### src/rtl/simon_pkg.sv
// Shared constants and helpers for the simon game and its input conditioning.
// Defaults here are the values any future top-level wiring should start from.
package simon_pkg;

   localparam int unsigned DEBOUNCE_MS_DEFAULT = 10;
   localparam int unsigned SYNC_STAGES_DEFAULT = 2;
   localparam int unsigned PRE_W               = 16;
   localparam int unsigned CNT_W               = 8;

   // Millisecond strobe: >= compare so a lowered period never strands the counter.
   function automatic logic ms_tick_f(input logic [PRE_W-1:0] pre_cnt,
                                      input logic [PRE_W-1:0] ticks_per_milli);
      logic [PRE_W-1:0] last_v;
      last_v = ticks_per_milli - 16'd1;
      return (ticks_per_milli <= 16'd1) || (pre_cnt >= last_v);
   endfunction

endpackage

### src/rtl/debounce_channel.sv
// One button channel: input synchroniser, millisecond stability filter and
// registered press/release pulses that coincide with the committed level change.
module debounce_channel
   import simon_pkg::*;
#(
   parameter int unsigned SYNC_STAGES = SYNC_STAGES_DEFAULT,
   parameter int unsigned DEBOUNCE_MS = DEBOUNCE_MS_DEFAULT
) (
   input  logic clk,
   input  logic rst,
   input  logic ms_tick,
   input  logic din,
   output logic stable,
   output logic stable_next,
   output logic press,
   output logic rel
);

   localparam logic [CNT_W-1:0] CNT_LAST = CNT_W'(DEBOUNCE_MS - 1);

   logic [SYNC_STAGES-1:0] sync_q;
   logic [SYNC_STAGES-1:0] sync_d;
   logic                   stable_q;
   logic                   stable_d;
   logic [CNT_W-1:0]       cnt_q;
   logic [CNT_W-1:0]       cnt_d;
   logic                   press_q;
   logic                   press_d;
   logic                   rel_q;
   logic                   rel_d;
   logic                   s;

   assign s = sync_q[SYNC_STAGES-1];

   // Synchroniser shift chain; the oldest stage is the filtered sample.
   always_comb begin
      sync_d = {sync_q[SYNC_STAGES-2:0], din};
   end

   // Any agreement restarts the filter; a mismatch only advances on ms ticks.
   always_comb begin
      stable_d = stable_q;
      cnt_d    = cnt_q;
      press_d  = 1'b0;
      rel_d    = 1'b0;
      if (s == stable_q) begin
         cnt_d = {CNT_W{1'b0}};
      end else if (ms_tick) begin
         if (cnt_q == CNT_LAST) begin
            stable_d = s;
            cnt_d    = {CNT_W{1'b0}};
            press_d  = s;
            rel_d    = ~s;
         end else begin
            cnt_d = cnt_q + 8'd1;
         end
      end else begin
         cnt_d = cnt_q;
      end
   end

   // Channel state registers.
   always_ff @(posedge clk) begin
      if (rst) begin
         sync_q   <= {SYNC_STAGES{1'b0}};
         stable_q <= 1'b0;
         cnt_q    <= {CNT_W{1'b0}};
         press_q  <= 1'b0;
         rel_q    <= 1'b0;
      end else begin
         sync_q   <= sync_d;
         stable_q <= stable_d;
         cnt_q    <= cnt_d;
         press_q  <= press_d;
         rel_q    <= rel_d;
      end
   end

   assign stable      = stable_q;
   assign stable_next = stable_d;
   assign press       = press_q;
   assign rel         = rel_q;

endmodule

### src/rtl/btn_debounce.sv
// Button input conditioner for the simon core: shared millisecond prescaler,
// polarity correction and NUM_BTN independent debounce channels.
module btn_debounce
   import simon_pkg::*;
#(
   parameter int unsigned NUM_BTN     = 4,
   parameter int unsigned SYNC_STAGES = SYNC_STAGES_DEFAULT,
   parameter int unsigned DEBOUNCE_MS = DEBOUNCE_MS_DEFAULT
) (
   input  logic               clk,
   input  logic               rst,
   input  logic [15:0]        ticks_per_milli,
   input  logic               btn_invert,
   input  logic [NUM_BTN-1:0] btn_raw,
   output logic [NUM_BTN-1:0] btn,
   output logic [NUM_BTN-1:0] btn_press,
   output logic [NUM_BTN-1:0] btn_release,
   output logic               any_pressed
);

   logic [PRE_W-1:0]   pre_cnt_q;
   logic [PRE_W-1:0]   pre_cnt_d;
   logic               ms_tick;
   logic [NUM_BTN-1:0] pins;
   logic [NUM_BTN-1:0] stable_next;
   logic               any_pressed_q;
   logic               any_pressed_d;

   // Polarity is fixed before the synchroniser so an invert change is filtered too.
   assign pins    = btn_raw ^ {NUM_BTN{btn_invert}};
   assign ms_tick = ms_tick_f(pre_cnt_q, ticks_per_milli);

   // Prescaler next state and the early OR that keeps any_pressed aligned with btn.
   always_comb begin
      pre_cnt_d     = pre_cnt_q + 16'd1;
      any_pressed_d = |stable_next;
      if (ms_tick) begin
         pre_cnt_d = {PRE_W{1'b0}};
      end else begin
         pre_cnt_d = pre_cnt_q + 16'd1;
      end
   end

   // Shared registers.
   always_ff @(posedge clk) begin
      if (rst) begin
         pre_cnt_q     <= {PRE_W{1'b0}};
         any_pressed_q <= 1'b0;
      end else begin
         pre_cnt_q     <= pre_cnt_d;
         any_pressed_q <= any_pressed_d;
      end
   end

   assign any_pressed = any_pressed_q;

   for (genvar gi = 0; gi < NUM_BTN; gi++) begin : g_ch
      debounce_channel #(
         .SYNC_STAGES (SYNC_STAGES),
         .DEBOUNCE_MS (DEBOUNCE_MS)
      ) u_ch (
         .clk         (clk),
         .rst         (rst),
         .ms_tick     (ms_tick),
         .din         (pins[gi]),
         .stable      (btn[gi]),
         .stable_next (stable_next[gi]),
         .press       (btn_press[gi]),
         .rel         (btn_release[gi])
      );
   end

endmodule

### config.mk
export PLATFORM = sky130hd
export DESIGN_NAME = btn_debounce
export DESIGN_NICKNAME = d
export VERILOG_FILES = /design/src/rtl/simon_pkg.sv /design/src/rtl/debounce_channel.sv /design/src/rtl/btn_debounce.sv
export SDC_FILE = /design/constraint.sdc
export NUM_CORES = 1
export LEC_CHECK = 0
export BUFFER_PORTS_ARGS = -buffer_cell sky130_fd_sc_hd__buf_2
export CORE_MARGIN = 5
export CORE_UTILIZATION = 50
export DETAILED_ROUTE_END_ITERATION = 12
export GPL_TIMING_DRIVEN = 0
export HOLD_SLACK_MARGIN = 0.08
export PLACE_DENSITY = 0.76
export SYNTH_ARGS = -nofsm -noshare
export SYNTH_HDL_FRONTEND = slang
export SYNTH_SLANG_ARGS = --single-unit
### constraint.sdc
create_clock -name clk -period 9.9 [get_ports clk]
set_clock_uncertainty 0.1 [all_clocks]
set_input_delay 1.485 -clock clk [delete_from_list [all_inputs] [get_ports clk]]
set_output_delay 1.485 -clock clk [all_outputs]
set_load 0.05 [all_outputs]
* Yosys cells after proc, flatten, opt, wreduce, memory -nomap -nowiden
Cells that the tools add are included.
** Cells by class
- Add/subtract/negate cells :: 6
- $lt $le $gt $ge :: 2
- Equal/unequal tests :: 8
- Muxes and demuxes :: 16
- Bitwise logic cells :: 10
- Reduce and logical (&&, ||, !) cells :: 11
** Operators with widths (count)
- $add A8 B1 Y8 const B :: 4
- $eq A8 B4 Y1 const B :: 4
- $mux W8 :: 4
- $reduce_or A4 Y1 :: 5
- $add A16 B1 Y16 const B :: 1
- $ge A16 B16 Y1 :: 1
- $le A16 B1 Y1 const B :: 1
- $sub A16 B1 Y16 const B :: 1
- $mux W1 :: 12
- $reduce_or A2 Y1 :: 5
- $not A1 Y1 :: 9
- $eq A1 B1 Y1 :: 4
- $xor A4 B4 Y4 :: 1
- $logic_or A1 B1 Y1 :: 1
** Word-level totals
- Bits in registers :: 69
- Bits of input ports :: 23
- Output and inout bits :: 13
- Logic and storage cells :: 75

* Depth between registers and ports, before layout
- Depth after elaboration :: 6
- Mapped depth :: 16
- Gate-level depth less buffers :: 14

* Modules after synthesis
A second synthesis with hierarchy kept.
** Unflattened totals
- Cell total of the unflattened synthesis :: 402
- Area total of the unflattened synthesis :: 3752.3 sq um
** Modules (own cells, without submodules)
- debounce_channel :: times used 4, cells an instance 56, area an instance 576.8 sq um, seq. area each 260.2 sq um
- btn_debounce :: times used 1, cells an instance 178, area an instance 1445.1 sq um, seq. area each 340.3 sq um

* Least setup slack after synthesis
Ideal clock, no wire load.
- Path type :: input to register
- Start point :: input port ticks_per_milli[6]
- End point :: register g_ch[0].u_ch.cnt_q[1]
- Library setup time :: 79 ps
- Data arrival time :: 4158 ps
- Data required time :: 9721 ps
- Path slack :: 5562 ps
- Stages on the path :: 12
- Path buffers :: 1
- Cell sequence :: nor4_1 > and3_1 > nand2_1 > xor2_1 > ha_1 > and4_1 > a221oi_1 > o221ai_2 > nor2b_1 > or3_1 > buf_2 > a211oi_2
** On the way
- Longest elaborated chain between the ends :: 3
- Elaborated cells between the ends (all ways) :: 4
- Those cells by class :: add/sub: 1; order compare: 2; reduce/logical: 1
** Ends and longest elaborated chain
- start: declaration :: line btn_debounce.sv:12 : input logic [15:0] ticks_per_milli,
- $sub A16 B1 Y16 :: line simon_pkg.sv:14 : last_v = ticks_per_milli - 16'd1;
- $ge A16 B16 Y1 :: line simon_pkg.sv:15 : return (ticks_per_milli <= 16'd1) || (pre_cnt >= last_v);
- $logic_or A1 B1 Y1 * :: line simon_pkg.sv:15
- end signal: assignment :: line debounce_channel.sv:67 : cnt_q <= {CNT_W{1'b0}};
- end signal: assignment :: line debounce_channel.sv:73 : cnt_q <= cnt_d;
- end: declaration :: line debounce_channel.sv:25 : logic [CNT_W-1:0] cnt_q;
Mark *: on every way between the ends. The rest lies on a longest branch, timed or not.
A chain may end at the register's enable or synchronous reset.

* Worst setup path after layout
- Start point :: input port ticks_per_milli[2]
- End point :: register g_ch[1].u_ch.cnt_q[1]
** On the way
- Longest elaborated chain between the ends :: 3
- Elaborated cells between the ends (all ways) :: 4
- Those cells by class :: add/sub: 1; order compare: 2; reduce/logical: 1
** Ends and longest elaborated chain (line)
- $sub A16 B1 Y16 :: simon_pkg.sv:14
- $ge A16 B16 Y1 :: simon_pkg.sv:15
- $logic_or A1 B1 Y1 * :: simon_pkg.sv:15
- end signal: assignment :: debounce_channel.sv:67
- end signal: assignment :: debounce_channel.sv:73
- end: declaration :: debounce_channel.sv:25
Marks and branches as above.

==> flow_metrics.env <==
export IMPL_overflow=0
export IMPL_clk_insertion_delay_late_ps=340
export IMPL_highest_layer="met4"
export IMPL_dp_slack_ps=4820
export IMPL_yosysUniqueCellTypes=36
export IMPL_floorplan_die_width_um=94.9
export IMPL_setup_worst_path_start="ticks_per_milli[2]"
export IMPL_fillers=647
export IMPL_worstPathRequired_ps=10060
export IMPL_drcViolationCount=0
export IMPL_fp_coreArea_um2=7140
export IMPL_final_util_pct=57.7
export IMPL_synthTopCellsByArea="dfxtp_1, ha_1, xor2_1, nor2_1, xnor2_1"
export IMPL_rsz0062_at_grt="no"
export IMPL_grt_pass1_vias=2794
export IMPL_ys_seq_area_share_pct=38.3
export IMPL_reg2reg_from="pre_cnt_q[10]$_SDFF_PP0_"
export IMPL_drtAntennaViolNets=0
export IMPL_max_freq_mhz=217
export IMPL_finalSetupTns_ps=0
export IMPL_synth_ff_type="dfxtp_1"
export IMPL_status="finished clean"
export IMPL_max_cap_viol_count=0
export IMPL_synth_top_cell_area_share_pct=38.3
export IMPL_drtIter0Drc=61
export IMPL_wl_per_cell_um=12.1
export IMPL_startpoint_type="input pin"
export IMPL_drtPass1Iterations=4
export IMPL_cp_end_kind="register"
export IMPL_yosysWarningCount=0
export IMPL_intPower_w=0.000442
export IMPL_netlist_top_cells_count="dfxtp_1, nor2_1, xor2_1, ha_1"
export IMPL_tightest_slew_ps=648
export IMPL_swShare_pct=21.6
export IMPL_htree_levels=3
export IMPL_yosysTopAreaCell="dfxtp_1"
export IMPL_cts_path_max_buffers=2
export IMPL_post_route_period_util_pct=46.5
export IMPL_grt_pass1_wl_um=11600
export IMPL_wl_met1_um=2970
export IMPL_cts_repair_resized=0
export IMPL_pwr_share_comb_pct=5.3
export IMPL_design_die_area_um2=9010
export IMPL_holdWs_ps=352
export IMPL_drive_gt1_share_pct=18.0
export IMPL_route_met3_wl_um=249
export IMPL_total_power_w=0.000564
export IMPL_holdCritPathClass="reg -> reg"
export IMPL_wirelength_um=6630
export IMPL_drt_vias_per_instance=5.04
export IMPL_die_h_um=94.9
export IMPL_clk_pin_slew_ps=70
export IMPL_relSlewSlack_pct=56.4
export IMPL_seqPwrFrac_pct=50.3
export IMPL_avgSynthCellArea_um2=9.01
export IMPL_ioPinCount=36
export IMPL_pwr_share_clk_pct=44.5
export IMPL_crit_fanout=8
export IMPL_nets=494
export IMPL_cts_buffers=9
export IMPL_numPortBuffers=33
export IMPL_cts_tree="yes"
export IMPL_post_route_min_period_ps=4610
export IMPL_grt_use_total_pct=16.2
export IMPL_multi_input_area_um2=2000
export IMPL_yosys_register_bits=69
export IMPL_cts_setup_buffers=0
export IMPL_syn2layout_area_growth_pct=14.2
export IMPL_rows=31
export IMPL_hold_buffers=0
export IMPL_hold_viol_final=0
export IMPL_netlist_instances=400
export IMPL_synth_edf_count=0
export IMPL_dp_hpwl_um=5030
export IMPL_slew_viol_final=0
export IMPL_regArea_um2=1380
export IMPL_crit_type="in -> reg"
export IMPL_p_switching_w=0.000122
export IMPL_dr_wl_met2_um=3310
export IMPL_initial_core_util_pct=50.5
export IMPL_gp_congestion=0.858
export IMPL_dr_total_vias=2764
export IMPL_cts_root_buffer_cell="clkbuf_8"
export IMPL_synthesis_nets=450
export IMPL_hold_start="g_ch[1].u_ch.sync_q[0]$_SDFF_PP0_"
export IMPL_critPathArrivalTime_ps=4760
export IMPL_insertedDiodeCount=0
export IMPL_peakVddDrop_mv=0.0684
export IMPL_grt_max_degree=13
export IMPL_layout_setup_ws_ps=5290
export IMPL_clkSinkCount=69
export IMPL_yosysMostFrequentCell="dfxtp_1"
export IMPL_antenna_found_initial=0
export IMPL_p_per_area_nw_per_um2=137
export IMPL_netlist_area_um2=3610
export IMPL_synthArstFlopShare_pct=0
export IMPL_setup_violations=0
export IMPL_p_leak_nw=1.61
## cells by family after synthesis
logic type | synth area share (%)
and+or+nand+nor | 25.5
DFF | 38.3
AOI/OAI and AO/OA | 4.09
adders and majority gates | 9.37
buffers and inverters | 6.35
muxes | 1.11
xor gates and xnor gates | 15.3
## final timing paths
path	depth (start not counted)	endpoint	slack, ps
max	15	g_ch[1].u_ch.cnt_q[1]$_SDFFE_PP0N_	5290
min	1	g_ch[1].u_ch.sync_q[1]$_SDFF_PP0_	350
max reg2reg	8	g_ch[1].u_ch.cnt_q[1]$_SDFFE_PP0N_	7240
min reg2reg	1	g_ch[1].u_ch.sync_q[1]$_SDFF_PP0_	350
## power by group through the flow
| stage | Sequential (W) | Combinational (W) | Clock (W) |
|---|---|---|---|
| floorplan | 0.000289 | 0.0000191 | 0 |
| global placement | 0.000290 | 0.0000290 | 0 |
| detailed placement | 0.000290 | 0.0000302 | 0 |
| CTS | 0.000283 | 0.0000303 | 0.000255 |
| global route | 0.000284 | 0.0000349 | 0.000269 |
| finish | 0.000284 | 0.0000297 | 0.000251 |
## flip-flops by register name (all words and copies together), names as in the netlist
name / flops
g_ch.u_ch.rel: 4
g_ch.u_ch.press: 4
g_ch.u_ch.stable: 4
pre_cnt_q: 16
g_ch.u_ch.cnt_q: 32
any_pressed: 1
g_ch.u_ch.sync_q: 8
## critical path: stages
cell	delay, ps
buf_2	130
nor4_1	600
nand2_1	170
nor2_1	200
nand2_1	80
xor2_1	160
ha_1	290
nand3_1	70
a21boi_0	90
a311oi_1	320
o221ai_2	250
nor2b_1	220
or3_1	340
buf_2	180
a211oi_2	190
## stage by stage
| stage | std cells | instance area, um^2 |
|---|---|---|
| 5_1_grt | 548 | 4120 |
| 6_report | 548 | 4120 |
| 3_3_place_gp | 532 | 3890 |
| 4_1_cts | 548 | 4120 |
| 2_1_floorplan | 400 | 3610 |
| 3_5_place_dp | 532 | 3890 |
## cells in the final DEF (no fill, tap or decap), drive strengths merged
cell type	instances
mux2i	4
buf	55
dfxtp	69
or2	2
a221oi	1
nand2	25
o31a	1
and3	13
clkinv	3
nand4	21
nor3	4
a311oi	1
o221ai	1
or3	4
a41oi	1
clkbuf	14
xor2	38
nor3b	4
a21oi	6
bufinv	2
xnor2	25
nor4	9
nor2	67
o21ai	2
a211oi	4
or4	1
a21boi	1
nor2b	11
ha	27
nand2b	1
nand3	9
nor4b	8
inv	13
clkinvlp	1
and4	1
## area by class of cell
class	instances	area share, %
buffer	26	4.37
sequential	69	33.5
inverter	13	1.18
timing repair buffer	33	4.01
clock buffer	10	3.34
multi-input combinational	292	48.5
clock inverter	6	2.10
tap	99	3.01
## layer usage
metal	track usage (%)	vias up
li1	-	1438
met3	4.70	11
met2	29.1	46
met4	5.65	0
met1	18.2	1269
met5	0	-
(Power assumes the default switching activity.)
